--- src/rtl/dec_3_8_pulse.sv ---
// dec_3_8_pulse
// Sequential 3-to-8 active-low pulse decoder. It is the inverse of the
// 8-to-3 active-low priority encoder. A 4-bit code {valid, idx[2:0]} is
// accepted over a valid/ready handshake. For an accepted code with valid=1,
// line idx is driven low for PULSE_LEN cycles, followed by one all-high gap
// cycle.
//
// Optional feature (macro DEC_PULSE_CNT_EN): when defined, the block adds the
// pulse_cnt output, a 16-bit wrapping count of accepted pulse codes.
//
// Parameters:
//   PULSE_LEN   number of cycles the selected line is held low (1..256).
//               A value of 0 behaves as 1.
//
// Ports:
//   clk         rising-edge clock
//   reset_n     asynchronous active-low reset
//   code_valid  a code is present this cycle
//   code[3:0]   code[3]=1: pulse line code[2:0]; code[3]=0: release code
//               (consumed, no output)
//   code_ready  the block can accept a code this cycle (combinational)
//   line_n[7:0] registered active-low decoded lines; idle value 8'hFF
//   busy        registered; high while a pulse or its gap cycle is in progress
//   pulse_cnt   (DEC_PULSE_CNT_EN only) count of accepted pulse codes
module dec_3_8_pulse #(
  parameter int PULSE_LEN = 4
) (
  input  logic       clk,
  input  logic       reset_n,
  input  logic       code_valid,
  input  logic [3:0] code,
  output logic       code_ready,
  output logic [7:0] line_n,
  output logic       busy
`ifdef DEC_PULSE_CNT_EN
  ,
  output logic [15:0] pulse_cnt
`endif
);

  // Clamp into the 1..256 range the 8-bit down-counter can represent.
  localparam int LEN_EFF = (PULSE_LEN < 1)   ? 1 :
                           (PULSE_LEN > 256) ? 256 : PULSE_LEN;
  // The first low cycle is spent in the same cycle the count is loaded.
  // So the counter starts at LEN-1 and the pulse ends when the count reads zero.
  localparam logic [7:0] COUNT_LOAD = 8'(LEN_EFF - 1);

  typedef enum logic [1:0] {
    IDLE  = 2'd0,
    PULSE = 2'd1,
    GAP   = 2'd2
  } state_t;

  state_t     state_reg, state_next;
  logic [7:0] count_reg, count_next;
  logic [2:0] idx_reg, idx_next;
  logic [7:0] line_n_reg, line_n_next;
  logic       busy_reg, busy_next;

  logic       xfer;
  logic       xfer_pulse;
  logic [2:0] dec_idx;
  logic [7:0] dec_line;

  assign code_ready = (state_reg == IDLE) & reset_n;
  assign xfer       = code_valid & code_ready;
  assign xfer_pulse = xfer & code[3];

  // In IDLE, decode the incoming index, so the line goes low at the accepting
  // edge. After that, decode the latched index.
  assign dec_idx = (state_reg == IDLE) ? code[2:0] : idx_reg;

  genvar gi;
  generate
    for (gi = 0; gi < 8; gi++) begin : g_dec
      assign dec_line[gi] = (dec_idx != 3'(gi));
    end
  endgenerate

  always_comb begin
    state_next  = state_reg;
    count_next  = count_reg;
    idx_next    = idx_reg;
    line_n_next = line_n_reg;
    busy_next   = busy_reg;
    case (state_reg)
      IDLE: begin
        // A release code (code[3]=0) is accepted but leaves everything as is.
        if (xfer_pulse) begin
          idx_next    = code[2:0];
          count_next  = COUNT_LOAD;
          line_n_next = dec_line;
          busy_next   = 1'b1;
          state_next  = PULSE;
        end
      end
      PULSE: begin
        if (count_reg != 8'd0) begin
          count_next  = count_reg - 8'd1;
          line_n_next = dec_line;
        end else begin
          line_n_next = 8'hFF;
          state_next  = GAP;
        end
      end
      GAP: begin
        line_n_next = 8'hFF;
        busy_next   = 1'b0;
        state_next  = IDLE;
      end
      default: begin
        line_n_next = 8'hFF;
        busy_next   = 1'b0;
        state_next  = IDLE;
      end
    endcase
  end

  always_ff @(posedge clk or negedge reset_n) begin
    if (!reset_n) begin
      state_reg  <= IDLE;
      count_reg  <= 8'd0;
      idx_reg    <= 3'd0;
      line_n_reg <= 8'hFF;
      busy_reg   <= 1'b0;
    end else begin
      state_reg  <= state_next;
      count_reg  <= count_next;
      idx_reg    <= idx_next;
      line_n_reg <= line_n_next;
      busy_reg   <= busy_next;
    end
  end

  assign line_n = line_n_reg;
  assign busy   = busy_reg;

`ifdef DEC_PULSE_CNT_EN
  logic [15:0] pulse_cnt_reg;

  // The count wraps naturally from 16'hFFFF to 16'h0000.
  always_ff @(posedge clk or negedge reset_n) begin
    if (!reset_n) begin
      pulse_cnt_reg <= 16'd0;
    end else if (xfer_pulse) begin
      pulse_cnt_reg <= pulse_cnt_reg + 16'd1;
    end
  end

  assign pulse_cnt = pulse_cnt_reg;
`endif

endmodule

--- config.mk ---
export PLATFORM = sky130hd
export DESIGN_NAME = dec_3_8_pulse
export DESIGN_NICKNAME = d
export VERILOG_FILES = /design/src/rtl/dec_3_8_pulse.sv
export SDC_FILE = /design/constraint.sdc
export NUM_CORES = 1
export LEC_CHECK = 0
export BUFFER_PORTS_ARGS = -buffer_cell sky130_fd_sc_hd__buf_2
export CORE_ASPECT_RATIO = 1.1
export CORE_MARGIN = 2
export CORE_UTILIZATION = 58
export DETAILED_ROUTE_END_ITERATION = 6
export PLACE_DENSITY = 0.83
export SETUP_SLACK_MARGIN = 0.5
export SLEW_MARGIN = 20
export SYNTH_ARGS = -nofsm -noshare
export SYNTH_HDL_FRONTEND = slang
export SYNTH_SLANG_ARGS = --single-unit
--- constraint.sdc ---
create_clock -name clk -period 3.4 [get_ports clk]
set_input_delay 0.34 -clock clk [delete_from_list [all_inputs] [get_ports clk]]
set_output_delay 0.34 -clock clk [all_outputs]
set_load 0.03 [all_outputs]
Word level (Yosys, flattened, before mapping)
Cells that the tools add are included.
{"block": "word_totals", "elab_cells": 41, "regBits": 22, "in_bits": 7, "output_inout_bits": 10}
{"block": "op_classes", "eq_ne": 11, "n_reduce_logical": 8, "add_sub_neg": 1, "n_bitwise": 4, "mux": 12}
{"operator": "$mux W8", "n": 4}
{"operator": "$pmux W8 S2", "n": 2}
{"operator": "$ne A3 B3 Y1 const B", "n": 4}
{"operator": "$reduce_bool A8 Y1", "n": 1}
{"operator": "$sub A8 B1 Y8 const B", "n": 1}
{"operator": "$ne A2 B2 Y1 const B", "n": 3}
{"operator": "$ne A3 B2 Y1 const B", "n": 2}
{"operator": "$reduce_and A2 Y1", "n": 3}
{"operator": "$mux W2", "n": 2}
{"operator": "$pmux W2 S2", "n": 1}
{"operator": "$and A1 B1 Y1", "n": 3}
{"operator": "$mux W3", "n": 1}
{"operator": "$ne A3 B1 Y1 const B", "n": 1}
{"operator": "$reduce_and A3 Y1", "n": 1}
{"operator": "$reduce_bool A3 Y1", "n": 1}
{"operator": "$eq A2 B1 Y1 const B", "n": 1}
{"operator": "$logic_not A2 Y1", "n": 1}
{"operator": "$pmux W1 S2", "n": 1}
{"operator": "$reduce_bool A2 Y1", "n": 1}
{"operator": "$mux W1", "n": 1}
{"operator": "$not A1 Y1", "n": 1}

Longest topological paths before layout
{"block": "logic_depth", "word_depth": 6, "depth_mapped": 6, "ltp_nobuf": 6}

Worst setup path after synthesis
OpenSTA, ideal clock, no wires.
{"block": "synth_timing", "path_kind": "reg-to-reg", "startpoint": "register count_reg[0]", "endpoint": "register count_reg[5]", "n_path_buf": 0, "arrival_ps": 1519, "stages_incl_launch_ff": 7, "required_time_ps": 3244, "path_slack_ps": 1725, "setup_time_ps": 156, "cell_sequence": "dfrtp_1 -> inv_1 -> ha_1 -> or4b_4 -> o21ai_4 -> or3_2 -> a21oi_1"}
{"block": "synth_between", "elab_chain_cells": 3}
{"item": "start, declared", "line_no": "55", "text": "logic [7:0] count_reg, count_next;"}
{"item": "start signal, assigned", "line_no": "128", "text": "count_reg <= count_next;"}
{"item": "$sub A8 B1 Y8 or $reduce_bool A8 Y1 (tied branches)", "line_no": "99, 98"}
{"item": "$mux W8 or $ne A2 B2 Y1 (tied branches)"}
{"item": "$pmux W8 S2 or $reduce_and A3 Y1 (tied branches)"}
Parallel ways exist; a longest one is shown, timed or not. The select of a mux whose other input is x is not followed.
A chain may end at the register's enable or synchronous reset.

Final worst setup path
{"block": "layout_timing", "startpoint": "input port reset_n", "endpoint": "register count_reg[0]"}
{"block": "layout_between", "elab_chain_cells": 5}
{"item": "start, declared", "line_no": "29", "text": "input logic reset_n,"}
{"item": "$and A1 B1 Y1", "line_no": "65", "text": "assign code_ready = (state_reg == IDLE) & reset_n;"}
{"item": "$and A1 B1 Y1", "line_no": "66", "text": "assign xfer = code_valid & code_ready;"}
{"item": "$and A1 B1 Y1", "line_no": "67", "text": "assign xfer_pulse = xfer & code[3];"}
{"item": "$ne A2 B2 Y1 (no line)"}
{"item": "$reduce_and A3 Y1 (no line)"}
Every way passes these cells.

==> impl_metrics.xml <==
<?xml version="1.0" encoding="UTF-8"?>
<metrics>
  <group name="floorplanning">
    <metric name="die_w" unit="µm">45.19</metric>
    <metric name="ios" unit="">17</metric>
    <metric name="effective_utilization_at_floorplan" unit="">0.6143</metric>
    <metric name="rows" unit="">16</metric>
    <metric name="total_die_area" unit="µm²">2228</metric>
    <metric name="coreArea" unit="µm²">1762</metric>
    <metric name="die-height" unit="µm">49.31</metric>
  </group>
  <group name="detailed_routing">
    <metric name="avg_wl_per_cell" unit="µm">15.73</metric>
    <metric name="drtAntennaViolNets" unit="">0</metric>
    <metric name="initialDrtViolationCount" unit="">24</metric>
    <metric name="detailedRoute.firstPassIterationCount" unit="">4</metric>
    <metric name="via_per_inst" unit="">6.248</metric>
    <metric name="total_routed_length" unit="mm">2.218</metric>
    <metric name="detailroute.via_count" unit="">881</metric>
    <metric name="remaining_drc_errors" unit="">0</metric>
  </group>
  <group name="synth">
    <metric name="synth_warnings" unit="">0</metric>
    <metric name="synth_cell_types" unit="">34</metric>
    <metric name="synth-edff-count" unit="">0</metric>
    <metric name="synth_ff_type" unit="">dfrtp_1</metric>
    <metric name="yosysSeqAreaShare" unit="">0.5179</metric>
    <metric name="synthesis.area" unit="µm²">1082</metric>
    <metric name="synth_fp_nets" unit="">110</metric>
    <metric name="synthCells" unit="">102</metric>
    <metric name="postSynthRegisterBits" unit="">22</metric>
    <metric name="async_reset_ff_frac" unit="">1.000</metric>
    <metric name="syn_avg_cell_area" unit="µm²">10.61</metric>
  </group>
  <group name="sta">
    <metric name="final_hold_violation_count" unit="">0</metric>
    <metric name="tightest_slew" unit="ns">0.9706</metric>
    <metric name="rsz0062_at_grt" unit="">no</metric>
    <metric name="minimum_clock_period_after_layout" unit="ns">2.244</metric>
    <metric name="timing.final.crit_share" unit="">0.6600</metric>
    <metric name="report.final.slew_viol_count" unit="">0</metric>
    <metric name="worst_clock_skew" unit="ns">0.009529</metric>
    <metric name="relSlewSlack" unit="">0.3479</metric>
    <metric name="achievable-frequency" unit="MHz">445.6</metric>
    <metric name="timing.setup.tns" unit="ns">0</metric>
    <metric name="setup_viol" unit="">0</metric>
  </group>
  <group name="final_layout">
    <metric name="synth_to_final_area_change" unit="%">13.76</metric>
    <metric name="post_route_cells_drive_above_1_share" unit="">0.3171</metric>
    <metric name="final_nets" unit="">132</metric>
    <metric name="final-instance-count-excl-fill" unit="">141</metric>
    <metric name="num_antenna_cells" unit="">0</metric>
    <metric name="nFillCells" unit="">138</metric>
  </group>
  <group name="status">
    <metric name="run_status" unit="">complete, no violations</metric>
  </group>
  <group name="critical_path">
    <metric name="cp_max_fo" unit="">25</metric>
    <metric name="critPathLaunchType" unit="">input pin</metric>
    <metric name="crit_type" unit="">in -&gt; reg</metric>
    <metric name="critPathArrivalTime" unit="ns">2.49</metric>
    <metric name="cp.required" unit="ns">3.64</metric>
    <metric name="critical_path.startpoint" unit="">reset_n</metric>
    <metric name="timing.rr.start" unit="">count_reg[0]</metric>
    <metric name="worst_setup_path_end_kind" unit="">flop</metric>
  </group>
  <group name="placed_design">
    <metric name="placed_cells" unit="">136</metric>
    <metric name="post-dp-hpwl" unit="mm">1.591</metric>
    <metric name="gp_routability_congestion" unit="">0.8054</metric>
    <metric name="io_buffers" unit="">16</metric>
  </group>
  <group name="power_and_ir_drop">
    <metric name="p_switching" unit="µW">474.6</metric>
    <metric name="power.density" unit="nW/µm²">891.6</metric>
    <metric name="swShare" unit="">0.4323</metric>
    <metric name="pwr-share-comb" unit="">0.430</metric>
    <metric name="vdd.ir_drop.worst" unit="mV">0.5004</metric>
    <metric name="power.internal" unit="µW">623.1</metric>
    <metric name="seq_pwr_share" unit="">0.436</metric>
    <metric name="total_power" unit="µW">1098</metric>
    <metric name="leakagePower" unit="µW">0.0005248</metric>
    <metric name="fraction_of_power_consumed_by_the_clock_network" unit="">0.134</metric>
  </group>
  <group name="clock_tree">
    <metric name="cts_setup_buffers" unit="">0</metric>
    <metric name="cts-hold-fix-buffers" unit="">1</metric>
    <metric name="htreeDepth" unit="">1</metric>
    <metric name="cts_tree" unit="">yes</metric>
    <metric name="cts_root_buffer" unit="">clkbuf_4</metric>
    <metric name="cts_buffers" unit="">3</metric>
    <metric name="worstSkewPairLatency" unit="ns">0.32</metric>
    <metric name="number_of_gates_given_a_new_drive_strength_after_cts" unit="">0</metric>
    <metric name="clk_pin_slew_worst_paths" unit="ns">0.13</metric>
    <metric name="clkSinkCount" unit="">22</metric>
    <metric name="cts-root-to-sink-buffers" unit="">2</metric>
  </group>
  <group name="job">
    <metric name="cap_violations" unit="">0</metric>
  </group>
  <group name="global_route">
    <metric name="gr-usage-all-layers" unit="">0.2303</metric>
    <metric name="first_global_vias" unit="">803</metric>
    <metric name="grt_start_max_net_pins" unit="">26</metric>
    <metric name="global_route_total_overflow" unit="">0</metric>
    <metric name="antenna_found_initial" unit="">0</metric>
    <metric name="grt_pass1_wl" unit="mm">3.767</metric>
  </group>
  <group name="worst_hold_path">
    <metric name="hold_class" unit="">in -&gt; reg</metric>
    <metric name="hold_start" unit="">code[0]</metric>
  </group>
</metrics>
## per-layer routing
layer / track usage / vias to the layer above / share of wire
met1: 0.3245 / 444 / 0.46
met4: 0.07353 / 0 / 0.013
met3: 0.03333 / 2 / 0.042
met5: 0 / - / 0
met2: 0.3595 / 23 / 0.48
li1: - / 412 / -
## through the flow
step	util	cell area (µm²)	setup WS [ns]	hold slack [ns]
after floorplan	-	1082	1.725	0.04441
after global placement	0.6726	1185	1.432	0.3295
after detailed placement	0.6726	1185	1.348	0.3356
after CTS	0.6989	1231	1.157	0.2337
after global routing	0.6989	1231	0.8986	0.2564
final	0.6989	1231	1.156	0.2338
## power by group through the flow
| stage | sequential, µW | combinational, µW | clock [µW] |
|---|---|---|---|
| CTS | 476 | 475 | 148 |
| floorplan | 527 | 298 | 0 |
| detailed placement | 482 | 471 | 0 |
| global route | 494 | 526 | 159 |
| global placement | 470 | 450 | 0 |
| finish | 478 | 472 | 147 |
## cell type report
| class | count | area, µm² | share of cell area |
|---|---|---|---|
| Inverter | 4 | 15.01 | 0.01220 |
| Clock buffer | 4 | 36.28 | 0.02947 |
| Multi-Input combinational cell | 76 | 506.7 | 0.4116 |
| Tap cell | 18 | 22.52 | 0.01829 |
| Timing Repair Buffer | 17 | 90.09 | 0.07317 |
| Sequential cell | 22 | 560.5 | 0.4553 |
## Yosys cell counts, drive strengths merged, types with 2 or more instances
cell | instances | area [µm²]
nor4 | 2 | 27.53
dfstp | 8 | 210.2
o21ai | 6 | 41.29
a21oi | 7 | 35.03
nor2 | 9 | 36.29
dfrtp | 14 | 350.3
nor3 | 5 | 25.02
or3 | 2 | 13.77
nand2 | 16 | 62.56
mux2 | 3 | 33.78
nand2b | 2 | 12.51
mux2i | 5 | 50.05
o32a | 4 | 40.04
inv | 4 | 15.01
## cells by family after synthesis
family                   count (synthesis)  synth area share
AND/OR/NAND/NOR                         43            0.2162
flip-flops                              22            0.5179
adder cells (fa/ha/maj)                  1           0.01156
multiplexers                             8           0.07746
AO/OA/AOI/OAI                           22            0.1468
buffers and inverters                    4           0.01387
XOR/XNOR                                 2           0.01619
## path summary, 6_finish.rpt
check | cells past startpoint | slack, ns | endpoint
max | 6 | 1.16 | count_reg[0]
min | 3 | 0.23 | idx_reg[0]
max reg2reg | 6 | 1.52 | count_reg[5]
min reg2reg | 2 | 0.52 | line_n[5]
max in group asynchronous | 2 | 2.54 | line_n[7]
min in group asynchronous | 2 | 0.50 | idx_reg[1]
## worst max-delay path, stage by stage
cell and delay, ns:
dlygate4sd3_1 0.51, buf_2 0.42, nand3_1 0.16, nor3_1 0.77
nor3_1 0.11, a21oi_1 0.16
## placed cells by master (no fill, tap or decap), drive strengths merged, types with 2 or more instances in the layout
cell type | netlist | routed
a21oi | 7 | 7
buf | 0 | 16
clkbuf | 0 | 4
dfrtp | 14 | 14
dfstp | 8 | 8
inv | 4 | 4
mux2 | 3 | 3
mux2i | 5 | 5
nand2 | 16 | 16
nand2b | 2 | 2
nor2 | 9 | 9
nor3 | 5 | 5
nor4 | 2 | 2
o21ai | 6 | 6
o32a | 4 | 4
or3 | 2 | 2
Power figures use the tool's default switching activity.
